===== src/rtl/hazard_ctrl_pkg.sv =====
// Shared types and constants for the pipeline hazard scheduler.
// The control bundle groups every stage enable/flush so whole-pipeline patterns can be named.
package hazard_ctrl_pkg;

    typedef enum logic [1:0] {
        RUN        = 2'd0,
        DMEM_WAIT  = 2'd1,
        IMEM_DRAIN = 2'd2
    } hazard_state_t;

    typedef struct packed {
        logic pc_en;
        logic if_id_en;
        logic id_ex_en;
        logic ex_mem_en;
        logic mem_wb_en;
        logic if_id_flush;
        logic id_ex_flush;
        logic imem_discard;
    } hazard_ctl_t;

    localparam logic [4:0] REG_X0 = 5'd0;

    localparam hazard_ctl_t CTL_RESET    = '{1'b0, 1'b0, 1'b0, 1'b0, 1'b0, 1'b1, 1'b1, 1'b0};
    localparam hazard_ctl_t CTL_RUN      = '{1'b1, 1'b1, 1'b1, 1'b1, 1'b1, 1'b0, 1'b0, 1'b0};
    localparam hazard_ctl_t CTL_FREEZE   = '{1'b0, 1'b0, 1'b0, 1'b0, 1'b0, 1'b0, 1'b0, 1'b0};
    localparam hazard_ctl_t CTL_REDIRECT = '{1'b1, 1'b1, 1'b1, 1'b1, 1'b1, 1'b1, 1'b1, 1'b0};
    localparam hazard_ctl_t CTL_LOAD_USE = '{1'b0, 1'b0, 1'b1, 1'b1, 1'b1, 1'b0, 1'b1, 1'b0};
    localparam hazard_ctl_t CTL_DRAIN    = '{1'b0, 1'b0, 1'b1, 1'b1, 1'b1, 1'b1, 1'b0, 1'b0};

    // A load in EX feeding a source of the instruction in ID; x0 never creates a dependency.
    function automatic logic load_use(
        input logic       ex_valid,
        input logic       ex_mem_read,
        input logic [4:0] ex_rd,
        input logic       id_valid,
        input logic [4:0] id_rs1,
        input logic [4:0] id_rs2
    );
        load_use = ex_valid & ex_mem_read & (ex_rd != REG_X0) & id_valid &
                   ((ex_rd == id_rs1) | (ex_rd == id_rs2));
    endfunction

endpackage


===== src/rtl/hazard_ctrl_if.sv =====
// Pipeline-side hazard signals and the stage controls returned to the pipeline.
// master = pipeline datapath, slave = hazard controller.
interface hazard_ctrl_if #(parameter int CNT_W = 32);

    logic             id_valid;
    logic [4:0]       id_rs1_s;
    logic [4:0]       id_rs2_s;
    logic             ex_valid;
    logic             ex_mem_read;
    logic [4:0]       ex_rd_s;
    logic             ex_redirect;
    logic             imem_req;
    logic             imem_resp;
    logic             dmem_req;
    logic             dmem_resp;

    logic             pc_en;
    logic             if_id_en;
    logic             id_ex_en;
    logic             ex_mem_en;
    logic             mem_wb_en;
    logic             if_id_flush;
    logic             id_ex_flush;
    logic             imem_discard;
    logic [CNT_W-1:0] stall_cnt;
    logic [CNT_W-1:0] flush_cnt;

    modport master (
        output id_valid, id_rs1_s, id_rs2_s, ex_valid, ex_mem_read, ex_rd_s,
               ex_redirect, imem_req, imem_resp, dmem_req, dmem_resp,
        input  pc_en, if_id_en, id_ex_en, ex_mem_en, mem_wb_en,
               if_id_flush, id_ex_flush, imem_discard, stall_cnt, flush_cnt
    );

    modport slave (
        input  id_valid, id_rs1_s, id_rs2_s, ex_valid, ex_mem_read, ex_rd_s,
               ex_redirect, imem_req, imem_resp, dmem_req, dmem_resp,
        output pc_en, if_id_en, id_ex_en, ex_mem_en, mem_wb_en,
               if_id_flush, id_ex_flush, imem_discard, stall_cnt, flush_cnt
    );

endinterface


===== src/rtl/hazard_ctrl_sat_counter.sv =====
// Saturating up-counter used for the hazard performance statistics.
// Holds at all-ones instead of wrapping.
module sat_counter #(
    parameter int W = 32
) (
    input  logic         clk,
    input  logic         rst,
    input  logic         inc,
    output logic [W-1:0] cnt
);

    localparam logic [W-1:0] ONE = {{(W-1){1'b0}}, 1'b1};

    // Count register; async active-low clear.
    always_ff @(posedge clk or negedge rst) begin
        if (!rst) begin
            cnt <= '0;
        end else if (inc && (cnt != {W{1'b1}})) begin
            cnt <= cnt + ONE;
        end else begin
            cnt <= cnt;
        end
    end

endmodule


===== src/rtl/hazard_ctrl.sv =====
// Stall/flush scheduler for the 5-stage RV32I pipeline: load-use, EX redirects,
// variable-latency imem/dmem, and discard of a stale fetch outstanding across a redirect.
module hazard_ctrl
    import hazard_ctrl_pkg::*;
#(
    parameter int CNT_W = 32
) (
    input  logic          clk,
    input  logic          rst,
    hazard_ctrl_if.slave  hif
);

    hazard_state_t state_r;
    hazard_state_t state_s;
    logic          imem_pending_r;

    logic          dstall_s;
    logic          lu_s;
    hazard_ctl_t   run_ctl_s;
    logic          run_drain_s;
    logic          run_flush_s;
    logic          run_rules_s;
    hazard_ctl_t   ctl_s;
    hazard_ctl_t   out_s;
    logic          flush_inc_s;
    logic          stall_inc_s;

    assign dstall_s = hif.dmem_req & ~hif.dmem_resp;
    assign lu_s     = load_use(hif.ex_valid, hif.ex_mem_read, hif.ex_rd_s,
                               hif.id_valid, hif.id_rs1_s, hif.id_rs2_s);

    // Controls the RUN rules would produce, ignoring any dmem stall.
    always_comb begin
        run_ctl_s   = CTL_RUN;
        run_drain_s = 1'b0;
        run_flush_s = 1'b0;
        if (hif.ex_redirect) begin
            run_ctl_s   = CTL_REDIRECT;
            run_flush_s = 1'b1;
            if (hif.imem_resp) begin
                run_ctl_s.imem_discard = 1'b1;
            end else begin
                run_drain_s = imem_pending_r;
            end
        end else if (lu_s) begin
            run_ctl_s = CTL_LOAD_USE;
        end else begin
            run_ctl_s = CTL_RUN;
        end
    end

    // Next-state and control selection per state.
    always_comb begin
        state_s     = state_r;
        ctl_s       = CTL_RUN;
        run_rules_s = 1'b0;
        case (state_r)
            RUN: begin
                if (dstall_s) begin
                    ctl_s   = CTL_FREEZE;
                    state_s = DMEM_WAIT;
                end else begin
                    run_rules_s = 1'b1;
                end
            end
            DMEM_WAIT: begin
                if (hif.dmem_resp) begin
                    run_rules_s = 1'b1;
                end else begin
                    ctl_s = CTL_FREEZE;
                end
            end
            IMEM_DRAIN: begin
                ctl_s = CTL_DRAIN;
                if (dstall_s) begin
                    ctl_s.id_ex_en  = 1'b0;
                    ctl_s.ex_mem_en = 1'b0;
                    ctl_s.mem_wb_en = 1'b0;
                end else begin
                    ctl_s.id_ex_en  = 1'b1;
                end
                // The stale fetch arrives: drop it and leave, honouring any dmem stall.
                if (hif.imem_resp) begin
                    ctl_s.imem_discard = 1'b1;
                    state_s = dstall_s ? DMEM_WAIT : RUN;
                end else begin
                    state_s = IMEM_DRAIN;
                end
            end
            default: begin
                ctl_s   = CTL_FREEZE;
                state_s = RUN;
            end
        endcase
        if (run_rules_s) begin
            ctl_s   = run_ctl_s;
            state_s = run_drain_s ? IMEM_DRAIN : RUN;
        end else begin
            ctl_s.imem_discard = ctl_s.imem_discard;
        end
    end

    assign out_s       = rst ? ctl_s : CTL_RESET;
    assign flush_inc_s = run_rules_s & run_flush_s;
    assign stall_inc_s = ~out_s.pc_en;

    assign hif.pc_en        = out_s.pc_en;
    assign hif.if_id_en     = out_s.if_id_en;
    assign hif.id_ex_en     = out_s.id_ex_en;
    assign hif.ex_mem_en    = out_s.ex_mem_en;
    assign hif.mem_wb_en    = out_s.mem_wb_en;
    assign hif.if_id_flush  = out_s.if_id_flush;
    assign hif.id_ex_flush  = out_s.id_ex_flush;
    assign hif.imem_discard = out_s.imem_discard;

    // FSM state register.
    always_ff @(posedge clk or negedge rst) begin
        if (!rst) begin
            state_r <= RUN;
        end else begin
            state_r <= state_s;
        end
    end

    // Tracks one outstanding imem request; a same-cycle new request keeps it set.
    always_ff @(posedge clk or negedge rst) begin
        if (!rst) begin
            imem_pending_r <= 1'b0;
        end else begin
            imem_pending_r <= hif.imem_req | (imem_pending_r & ~hif.imem_resp);
        end
    end

    sat_counter #(.W(CNT_W)) u_stall_cnt (
        .clk (clk),
        .rst (rst),
        .inc (stall_inc_s),
        .cnt (hif.stall_cnt)
    );

    sat_counter #(.W(CNT_W)) u_flush_cnt (
        .clk (clk),
        .rst (rst),
        .inc (flush_inc_s),
        .cnt (hif.flush_cnt)
    );

endmodule


===== src/flat_wrapper.sv =====
// flat-port wrapper written by rule: the top's interface ports become plain ports
module hazard_ctrl_flat import hazard_ctrl_pkg::*;
#(
    parameter int CNT_W = 32
)
  (clk, rst, hif_id_valid, hif_id_rs1_s, hif_id_rs2_s, hif_ex_valid, hif_ex_mem_read, hif_ex_rd_s, hif_ex_redirect, hif_imem_req, hif_imem_resp, hif_dmem_req, hif_dmem_resp, hif_pc_en, hif_if_id_en, hif_id_ex_en, hif_ex_mem_en, hif_mem_wb_en, hif_if_id_flush, hif_id_ex_flush, hif_imem_discard, hif_stall_cnt, hif_flush_cnt);
  hazard_ctrl_if #(.CNT_W(CNT_W)) hif_i ();
  input  logic clk;
  input  logic rst;
  input wire logic [$bits(hif_i.id_valid)-1:0] hif_id_valid;
  input wire logic [$bits(hif_i.id_rs1_s)-1:0] hif_id_rs1_s;
  input wire logic [$bits(hif_i.id_rs2_s)-1:0] hif_id_rs2_s;
  input wire logic [$bits(hif_i.ex_valid)-1:0] hif_ex_valid;
  input wire logic [$bits(hif_i.ex_mem_read)-1:0] hif_ex_mem_read;
  input wire logic [$bits(hif_i.ex_rd_s)-1:0] hif_ex_rd_s;
  input wire logic [$bits(hif_i.ex_redirect)-1:0] hif_ex_redirect;
  input wire logic [$bits(hif_i.imem_req)-1:0] hif_imem_req;
  input wire logic [$bits(hif_i.imem_resp)-1:0] hif_imem_resp;
  input wire logic [$bits(hif_i.dmem_req)-1:0] hif_dmem_req;
  input wire logic [$bits(hif_i.dmem_resp)-1:0] hif_dmem_resp;
  output wire logic [$bits(hif_i.pc_en)-1:0] hif_pc_en;
  output wire logic [$bits(hif_i.if_id_en)-1:0] hif_if_id_en;
  output wire logic [$bits(hif_i.id_ex_en)-1:0] hif_id_ex_en;
  output wire logic [$bits(hif_i.ex_mem_en)-1:0] hif_ex_mem_en;
  output wire logic [$bits(hif_i.mem_wb_en)-1:0] hif_mem_wb_en;
  output wire logic [$bits(hif_i.if_id_flush)-1:0] hif_if_id_flush;
  output wire logic [$bits(hif_i.id_ex_flush)-1:0] hif_id_ex_flush;
  output wire logic [$bits(hif_i.imem_discard)-1:0] hif_imem_discard;
  output wire logic [$bits(hif_i.stall_cnt)-1:0] hif_stall_cnt;
  output wire logic [$bits(hif_i.flush_cnt)-1:0] hif_flush_cnt;
  assign hif_i.id_valid = hif_id_valid;
  assign hif_i.id_rs1_s = hif_id_rs1_s;
  assign hif_i.id_rs2_s = hif_id_rs2_s;
  assign hif_i.ex_valid = hif_ex_valid;
  assign hif_i.ex_mem_read = hif_ex_mem_read;
  assign hif_i.ex_rd_s = hif_ex_rd_s;
  assign hif_i.ex_redirect = hif_ex_redirect;
  assign hif_i.imem_req = hif_imem_req;
  assign hif_i.imem_resp = hif_imem_resp;
  assign hif_i.dmem_req = hif_dmem_req;
  assign hif_i.dmem_resp = hif_dmem_resp;
  assign hif_pc_en = hif_i.pc_en;
  assign hif_if_id_en = hif_i.if_id_en;
  assign hif_id_ex_en = hif_i.id_ex_en;
  assign hif_ex_mem_en = hif_i.ex_mem_en;
  assign hif_mem_wb_en = hif_i.mem_wb_en;
  assign hif_if_id_flush = hif_i.if_id_flush;
  assign hif_id_ex_flush = hif_i.id_ex_flush;
  assign hif_imem_discard = hif_i.imem_discard;
  assign hif_stall_cnt = hif_i.stall_cnt;
  assign hif_flush_cnt = hif_i.flush_cnt;
  hazard_ctrl #(.CNT_W(CNT_W)) u_core (.clk(clk), .rst(rst), .hif(hif_i));
endmodule

===== config.mk =====
export PLATFORM = sky130hd
export DESIGN_NAME = hazard_ctrl_flat
export DESIGN_NICKNAME = d
export VERILOG_FILES = /design/src/rtl/hazard_ctrl_pkg.sv /design/src/rtl/hazard_ctrl_if.sv /design/src/rtl/hazard_ctrl_sat_counter.sv /design/src/rtl/hazard_ctrl.sv /design/src/flat_wrapper.sv
export SDC_FILE = /design/constraint.sdc
export NUM_CORES = 1
export LEC_CHECK = 0
export BUFFER_PORTS_ARGS = -buffer_cell sky130_fd_sc_hd__buf_4
export CAP_MARGIN = 0
export CORE_AREA = 2 2 99 101
export CTS_CLUSTER_SIZE = 12
export DETAILED_ROUTE_END_ITERATION = 6
export DIE_AREA = 0 0 101 103
export PLACE_DENSITY = 0.63
export SYNTH_ARGS = -nofsm -noshare
export SYNTH_HDL_FRONTEND = slang
export SYNTH_HIERARCHICAL = 1
export SYNTH_SLANG_ARGS = --single-unit

===== constraint.sdc =====
create_clock -name clk -period 2.9 [get_ports clk]
set_input_delay 0 -clock clk [delete_from_list [all_inputs] [get_ports clk]]
set_output_delay 0 -clock clk [all_outputs]
set_load 0.05 [all_outputs]

==> flow_metrics.env, run 1 <==
export IMPL_grt_max_degree=73
export IMPL_antenna_left=0
export IMPL_area_delta_synth_final_pct=30.16
export IMPL_criticalPathCategory="reg2reg"
export IMPL_die_h_um=103
export IMPL_vdd_drop_max_v=0.0004434
export IMPL_power_switching_uw=1044
export IMPL_slew_violations=0
export IMPL_start_kind="flop"
export IMPL_status="completed"
export IMPL_n_antenna_cell=0
export IMPL_syn_area_um2=3622
export IMPL_netlist_area_leader_share=0.4629
export IMPL_min_period_ns=2.504
export IMPL_relSlewSlack=0.4060
export IMPL_first_pass_iters=4
export IMPL_p_clk_frac=0.268
export IMPL_clk_latency_ns=0.33
export IMPL_p_comb_frac=0.309
export IMPL_setup_viol=0
export IMPL_powerDensity_nw_per_um2=585.8
export IMPL_fin_nets=487
export IMPL_cts_tree="done"
export IMPL_worst_slew_pin_slew_ns=0.8910
export IMPL_nFillCells=917
export IMPL_drive_gt1_frac=0.3045
export IMPL_ys_ff_latch=67
export IMPL_drc=0
export IMPL_final_common_cell="buf_4"
export IMPL_skew_ns=0.008712
export IMPL_clkSinkCount=67
export IMPL_p_seq_frac=0.423
export IMPL_grt_pass1_wl_um=14610
export IMPL_yosys_area_top_type="dfrtp_1"
export IMPL_track_usage=0.1789
export IMPL_antenna_found_initial=0
export IMPL_synthTopCellsByArea="dfrtp_1 46%, xnor2_1 12%, nand4_1 5.2%"
export IMPL_yosys_warnings=6
export IMPL_root_buffer="clkbuf_8"
export IMPL_timing_max_cap_violations=0
export IMPL_syn_inst=348
export IMPL_vias=3085
export IMPL_row_count=36
export IMPL_intPower_uw=1717
export IMPL_start_util=0.3829
export IMPL_via_per_inst=5.347
export IMPL_rsz0062_at_grt="false"
export IMPL_place_gp_congestion=0.8744
export IMPL_hpwl_um=6660
export IMPL_avgSynthCellArea_um2=10.41
export IMPL_num_io_pins=97
export IMPL_die_area_um2=10400
export IMPL_synth_fp_nets=375
export IMPL_wl_per_cell_um=15.47
export IMPL_max_freq_mhz=399.3
export IMPL_wl_um=8926
export IMPL_cts_resized=0
export IMPL_switching_share=0.3781
export IMPL_final_cell_mix="104 x buf_4, 67 x dfrtp_1, 48 x xnor2_1, 35 x nand2_1"
export IMPL_io_buffers=96
export IMPL_fp_coreArea_um2=9459
export IMPL_worstSetupEndpointType="flop"
export IMPL_fin_crit_sh=0.8635
export IMPL_drt_iter0_markers=96
export IMPL_finalSetupTns_ns=0
export IMPL_die_w_um=101
export IMPL_ff2ff_setup_slack_ns=0.40
export IMPL_clockBufferDepth=2
export IMPL_h_tree_depth=3
export IMPL_min_path_type="in2reg"
export IMPL_cp_data_arrival_time_ns=2.72
export IMPL_clkTransAtPathRegs_ns=0.07
export IMPL_cp_max_fo=6
export IMPL_hold_viol=0
export IMPL_grt_pass1_vias=2952
export IMPL_utilization=0.4984
export IMPL_cts_buffers=9
export IMPL_gr_total_overflow=0
export IMPL_synth_cell_types=44
export IMPL_leakage_uw=0.002118
export IMPL_cp_required_ns=3.12
export IMPL_seq_area_frac_synth=0.4629
-- sequential cells by signal, indices dropped and copies added, names as in the netlist --
| name | count |
|---|---|
| u_core/imem_pending_r | 1 |
| u_core/state_r | 2 |
| u_core/u_flush_cnt/cnt | 32 |
| u_core/u_stall_cnt/cnt | 32 |
-- Yosys cell counts (all sizes together) --
master	count
nor2b	4
nand4b	1
nor3	12
or4	5
nand4	32
xor2	20
nand3	32
a211oi	1
clkbuf	2
and4	8
a22oi	1
o211ai	4
o2111ai	1
a31oi	3
a21oi	6
nand2	37
o311ai	1
o311a	1
o31ai	2
o21ai	1
o21ba	1
xnor2	48
nor2	23
o41ai	1
a21o	1
and2	2
ha	2
a21boi	1
buf	5
mux2	4
inv	3
nand3b	2
dfrtp	67
nor4	10
and3	4
-- layer usage --
metal  wire length, um  track usage  share of wire
met4               109      0.05301          0.012
met2              4238       0.2851           0.47
met5                 0            0              0
met3               379      0.04746          0.042
met1              4198       0.2409           0.47
-- final timing paths --
kind / from / end / cells past startpoint
worst max-delay path: u_core/state_r[0]$_DFFE_PN0P_ / u_core/u_flush_cnt/cnt[25]$_DFFE_PN0P_ / 8
worst min-delay path: hif_dmem_req / u_core/state_r[0]$_DFFE_PN0P_ / 3
worst max register to register: u_core/state_r[0]$_DFFE_PN0P_ / u_core/u_flush_cnt/cnt[25]$_DFFE_PN0P_ / 8
worst min register to register: u_core/u_flush_cnt/cnt[6]$_DFFE_PN0P_ / u_core/u_flush_cnt/cnt[6]$_DFFE_PN0P_ / 1
max in group asynchronous: rst / u_core/u_stall_cnt/cnt[30]$_DFFE_PN0P_ / 3
min in group asynchronous: rst / u_core/u_flush_cnt/cnt[12]$_DFFE_PN0P_ / 3
-- worst max-delay path, stage by stage (launching register included) --
cell and delay [ns]:
dfrtp_1 0.43, o21ba_2 0.24, nor2_1 0.30, and2_1 0.35
and3_1 0.24, nand3_1 0.22, nor3_2 0.32, nand4_1 0.15
xnor2_1 0.16
-- stage by stage --
stage / power (uW) / hold WS [ns] / worst slack, ns / area, um2 / std cells
2_1_floorplan: 1734 / -0.2956 / 0.4071 / 3622 / 348
3_3_place_gp: 2023 / 0.1843 / 0.4363 / 4493 / 559
3_5_place_dp: 2037 / 0.1861 / 0.4071 / 4493 / 559
4_1_cts: 2798 / 0.05059 / 0.3910 / 4715 / 577
5_1_grt: 2915 / 0.05270 / 0.08495 / 4715 / 577
6_report: 2762 / 0.06725 / 0.3957 / 4715 / 577
-- timing repair --
action | in CTS | in global routing
buffers inserted | 0 | 0
hold buffers | 4 | 0
setup endpoints to repair | 0 | 0
endpoints found under the hold margin | 69 | 0
-- kinds of logic (layout without fill, tap and decap cells) --
| family | count (synthesis) | in the layout | share of synthesized area |
|---|---|---|---|
| flops | 67 | 67 | 0.4629 |
| fa+ha+maj | 2 | 2 | 0.006907 |
| xor+xnor | 68 | 68 | 0.1644 |
| compound gates | 25 | 25 | 0.05769 |
| simple gates | 172 | 172 | 0.2781 |
| mux | 4 | 4 | 0.01243 |
| buf+inv | 10 | 125 | 0.01762 |
-- layout make-up --
| class | count | area [um2] | share of cell area |
|---|---|---|---|
| Sequential cell | 67 | 1677 | 0.3556 |
| Clock inverter | 3 | 40.04 | 0.008493 |
| Tap cell | 114 | 142.6 | 0.03025 |
| Clock buffer | 11 | 141.4 | 0.02999 |
| Timing Repair Buffer | 108 | 820.8 | 0.1741 |
| Multi-Input combinational cell | 271 | 1882 | 0.3991 |
| Inverter | 3 | 11.26 | 0.002389 |
-- power groups by stage --
| stage | clock (uW) | sequential (uW) | combinational, uW |
|---|---|---|---|
| after global placement | 0 | 1180 | 841 |
| after CTS | 772 | 1170 | 858 |
| final | 741 | 1170 | 852 |
| after global routing | 819 | 1190 | 906 |
| after floorplan | 0 | 1470 | 267 |
| after detailed placement | 0 | 1180 | 853 |
Power figures use the tool's default switching activity.
==> run 2, diff against run 1 <==
--- a/config.mk
+++ b/config.mk
@@ -5,13 +5,14 @@
 export SDC_FILE = /design/constraint.sdc
 export NUM_CORES = 1
 export LEC_CHECK = 0
+export ABC_AREA = 1
 export BUFFER_PORTS_ARGS = -buffer_cell sky130_fd_sc_hd__buf_4
 export CAP_MARGIN = 0
-export CORE_AREA = 2 2 99 101
+export CORE_AREA = 2 2 114 116
 export CTS_CLUSTER_SIZE = 12
 export DETAILED_ROUTE_END_ITERATION = 6
-export DIE_AREA = 0 0 101 103
-export PLACE_DENSITY = 0.63
+export DIE_AREA = 0 0 116 118
+export PLACE_DENSITY = 0.61
 export SYNTH_ARGS = -nofsm -noshare
 export SYNTH_HDL_FRONTEND = slang
 export SYNTH_HIERARCHICAL = 1
==> run 2 against run 1 <==
Sequential power shrank 3%. Register-to-register slack gained 0.30 ns. Core utilization shrank 1.3 points. Synthesized area grew 34%. Global-route usage grew 1.8 points. Clock skew shrank 0.0049 ns. First-iteration DRC count grew to 3.6 times the previous value. Sequential share of layout area shrank 7.8 points. Cell count grew 79%. Hold slack gained 0.0099 ns.
==> flow_metrics.env, run 2 <==
export IMPL_io_buffers=96
export IMPL_area_delta_synth_final_pct=24.08
export IMPL_root_buffer="clkbuf_16"
export IMPL_antenna_left=0
export IMPL_seq_area_um2=1677
export IMPL_synth_edff_count=0
export IMPL_cp_max_fo=7
export IMPL_post_cts_buffers=0
export IMPL_synth_cell_types=28
export IMPL_start_kind="flop"
export IMPL_fin_cells=1030
export IMPL_die_area_um2=13690
export IMPL_cts_buffers=9
export IMPL_min_path_type="in2async"
export IMPL_gr_total_overflow=0
export IMPL_timing_max_cap_violations=0
export IMPL_p_total_uw=3062
export IMPL_powerDensity_nw_per_um2=507.9
export IMPL_place_inst=1010
export IMPL_place_gp_congestion=0.9231
export IMPL_status="completed"
export IMPL_synth_xor_area_frac=0.03245
export IMPL_hold_viol=0
export IMPL_fp_coreArea_um2=12410
export IMPL_yosys_area_share_simple=0.5091
export IMPL_first_pass_iters=5
export IMPL_drc=0
export IMPL_crit_slowest_cell="dfrtp_1"
export IMPL_final_common_cell="nand2_1"
export IMPL_max_freq_mhz=454.2
export IMPL_largest_registers="u_core/u_flush_cnt/cnt: 32 flops, u_core/u_stall_cnt/cnt: 32 flops, u_core/state_r: 2 flops"
export IMPL_multi_input_area_um2=2754
export IMPL_syn_area_um2=4858
export IMPL_hpwl_um=9944
export IMPL_synthTopCellsByArea="dfrtp_1 35%, nand2_1 24%, nor2_1 9.2%"
export IMPL_wl_per_cell_um=12.76
export IMPL_worst_slew_pin_slew_ns=0.7064
export IMPL_row_count=41
export IMPL_synth_fp_nets=780
export IMPL_rsz0062_at_grt="false"
export IMPL_drt_iter0_markers=346
export IMPL_worstSetupEndpointType="flop"
export IMPL_die_h_um=118
export IMPL_n_antenna_cell=0
export IMPL_yosys_warnings=6
export IMPL_h_tree_depth=3
export IMPL_criticalPathCategory="reg2reg"
export IMPL_avgSynthCellArea_um2=6.452
export IMPL_vias=4931
export IMPL_clkSinkCount=67
export IMPL_clk_latency_ns=0.33
export IMPL_met1_usage=0.2915
export IMPL_clockBufferDepth=2
export IMPL_ys_ff_latch=67
export IMPL_grt_max_degree=54
export IMPL_start_util=0.3914
export IMPL_max_stage_delay_ns=0.43
export IMPL_met3_usage=0.02781
export IMPL_synth_compound_area_share=0.02009
export IMPL_track_usage=0.1972
export IMPL_grt_busiest_layer="met2"
export IMPL_netlist_area_leader_share=0.3451
export IMPL_yosys_area_top_type="dfrtp_1"
export IMPL_relSlewSlack=0.5291
export IMPL_skew_ns=0.003854
export IMPL_drive_gt1_frac=0.1911
export IMPL_leakage_uw=0.002842
export IMPL_fin_nets=880
export IMPL_grt_pass1_vias=4404
export IMPL_cp_data_arrival_time_ns=2.42
export IMPL_via_per_inst=4.787
export IMPL_vdd_drop_max_v=0.0004870
export IMPL_antenna_found_initial=0
export IMPL_die_w_um=116
export IMPL_synthFlopType="dfrtp_1"
export IMPL_grt_pass1_wl_um=21510
export IMPL_synth_common_cells="309 x nand2_1, 119 x nor2_1, 72 x inv_1, 67 x dfrtp_1, 52 x nand3_1"
export IMPL_seq_area_frac_synth=0.3451
export IMPL_synthAdderAreaFrac=0.005151
export IMPL_min_period_ns=2.202
export IMPL_fin_crit_sh=0.7593
export IMPL_final_cell_mix="309 x nand2_1, 119 x nor2_1, 98 x buf_4, 72 x inv_1, 67 x dfrtp_1"
export IMPL_cp_required_ns=3.12
export IMPL_synthMuxAreaShare=0
export IMPL_cts_tree="done"
export IMPL_setup_viol=0
export IMPL_synth_async_reset_ratio=1.000
export IMPL_finalSetupTns_ns=0
export IMPL_met2_usage=0.2924
export IMPL_wl_um=13150
export IMPL_post_synth_top_count_cell="nand2_1"
export IMPL_clkTransAtPathRegs_ns=0.06
export IMPL_slew_violations=0
export IMPL_synth_top_family_by_area="simple AND/OR/NAND/NOR gates"
export IMPL_syn_inst=753
export IMPL_crit_chain="nor2_1 > nand2_1 > nand2_2 > inv_2 > nor2_1 > nand2_2 > inv_1 > nor2_1 > nand2_1 > nor2_1 > nand3_1 > nand2_1 > nand2_1"
export IMPL_num_io_pins=97
export IMPL_nFillCells=1302
export IMPL_cts_resized=0
run 2: cell count changes after synthesis, moves of 14 or more:
cell,change
inv_1,+69
nand2_1,+274
nand2_2,+17
nand3_1,+22
nand3b_1,+14
nor2_1,+96
xnor2_1,-32
xor2_1,-18
run 2: worst paths after layout:
| path | start | to | slack, ns | cells after the start |
|---|---|---|---|---|
| min in group clk | hif_dmem_resp | u_core/state_r[1]$_DFFE_PN0P_ | 0.12 | 5 |
| max in group asynchronous | rst | u_core/u_flush_cnt/cnt[30]$_DFFE_PN0P_ | 1.85 | 3 |
| hold / removal | rst | u_core/u_flush_cnt/cnt[9]$_DFFE_PN0P_ | 0.08 | 2 |
| hold reg to reg | u_core/imem_pending_r$_DFF_PN0_ | u_core/imem_pending_r$_DFF_PN0_ | 0.48 | 1 |
| setup / recovery | u_core/state_r[0]$_DFFE_PN0P_ | u_core/u_stall_cnt/cnt[22]$_DFFE_PN0P_ | 0.70 | 13 |
| setup reg to reg | u_core/state_r[0]$_DFFE_PN0P_ | u_core/u_stall_cnt/cnt[22]$_DFFE_PN0P_ | 0.70 | 13 |
run 2: kinds of logic after synthesis:
| family | Yosys count |
|---|---|
| fa+ha+maj | 2 |
| buf+inv | 91 |
| xor+xnor | 18 |
| flops | 67 |
| simple gates | 560 |
| compound gates | 15 |
run 2: per-stage QoR:
step	instance area (um2)	util	hold slack, ns	worst slack, ns
2_1_floorplan	4858	-	-0.2956	0.9088
4_1_cts	6028	0.4856	0.07828	0.7425
3_5_place_dp	5674	0.4571	-0.1126	0.7665
6_report	6028	0.4856	0.07710	0.6981
5_1_grt	6028	0.4856	0.09418	0.4548
3_3_place_gp	5674	0.4571	-0.1163	0.7725
run 2: cell type report:
cell class,count,share of cell area
inverters,78,0.04857
repair buffers,102,0.1287
clock inverters,4,0.007887
clock buffers,12,0.04421
well taps,172,0.03570
multi-input cells,595,0.4568
flip-flops and latches,67,0.2781
run 2: where the power goes:
group / switching [uW] / leakage (uW) / internal [uW]
sequential: 123 / 0.000917 / 1010
clock: 408 / 0.000155 / 733
combinational: 540 / 0.00177 / 249
run 2: routing by layer:
metal,part of all wire,vias to the layer above
met1,0.48,2253
met2,0.45,140
met3,0.057,10
met5,0,-
met4,0.013,0
li1,-,2528
run 2: worst max-delay path: cells and delay by family, from the launching register on:
family	cells	cell delay [ns]
simple gates	11	1.47
buf+inv	2	0.20
flops	1	0.43
run 2: timing repair:
item                                   CTS  global route
setup endpoints to repair                0             0
endpoints found under the hold margin   16             0
hold buffers                             4             0
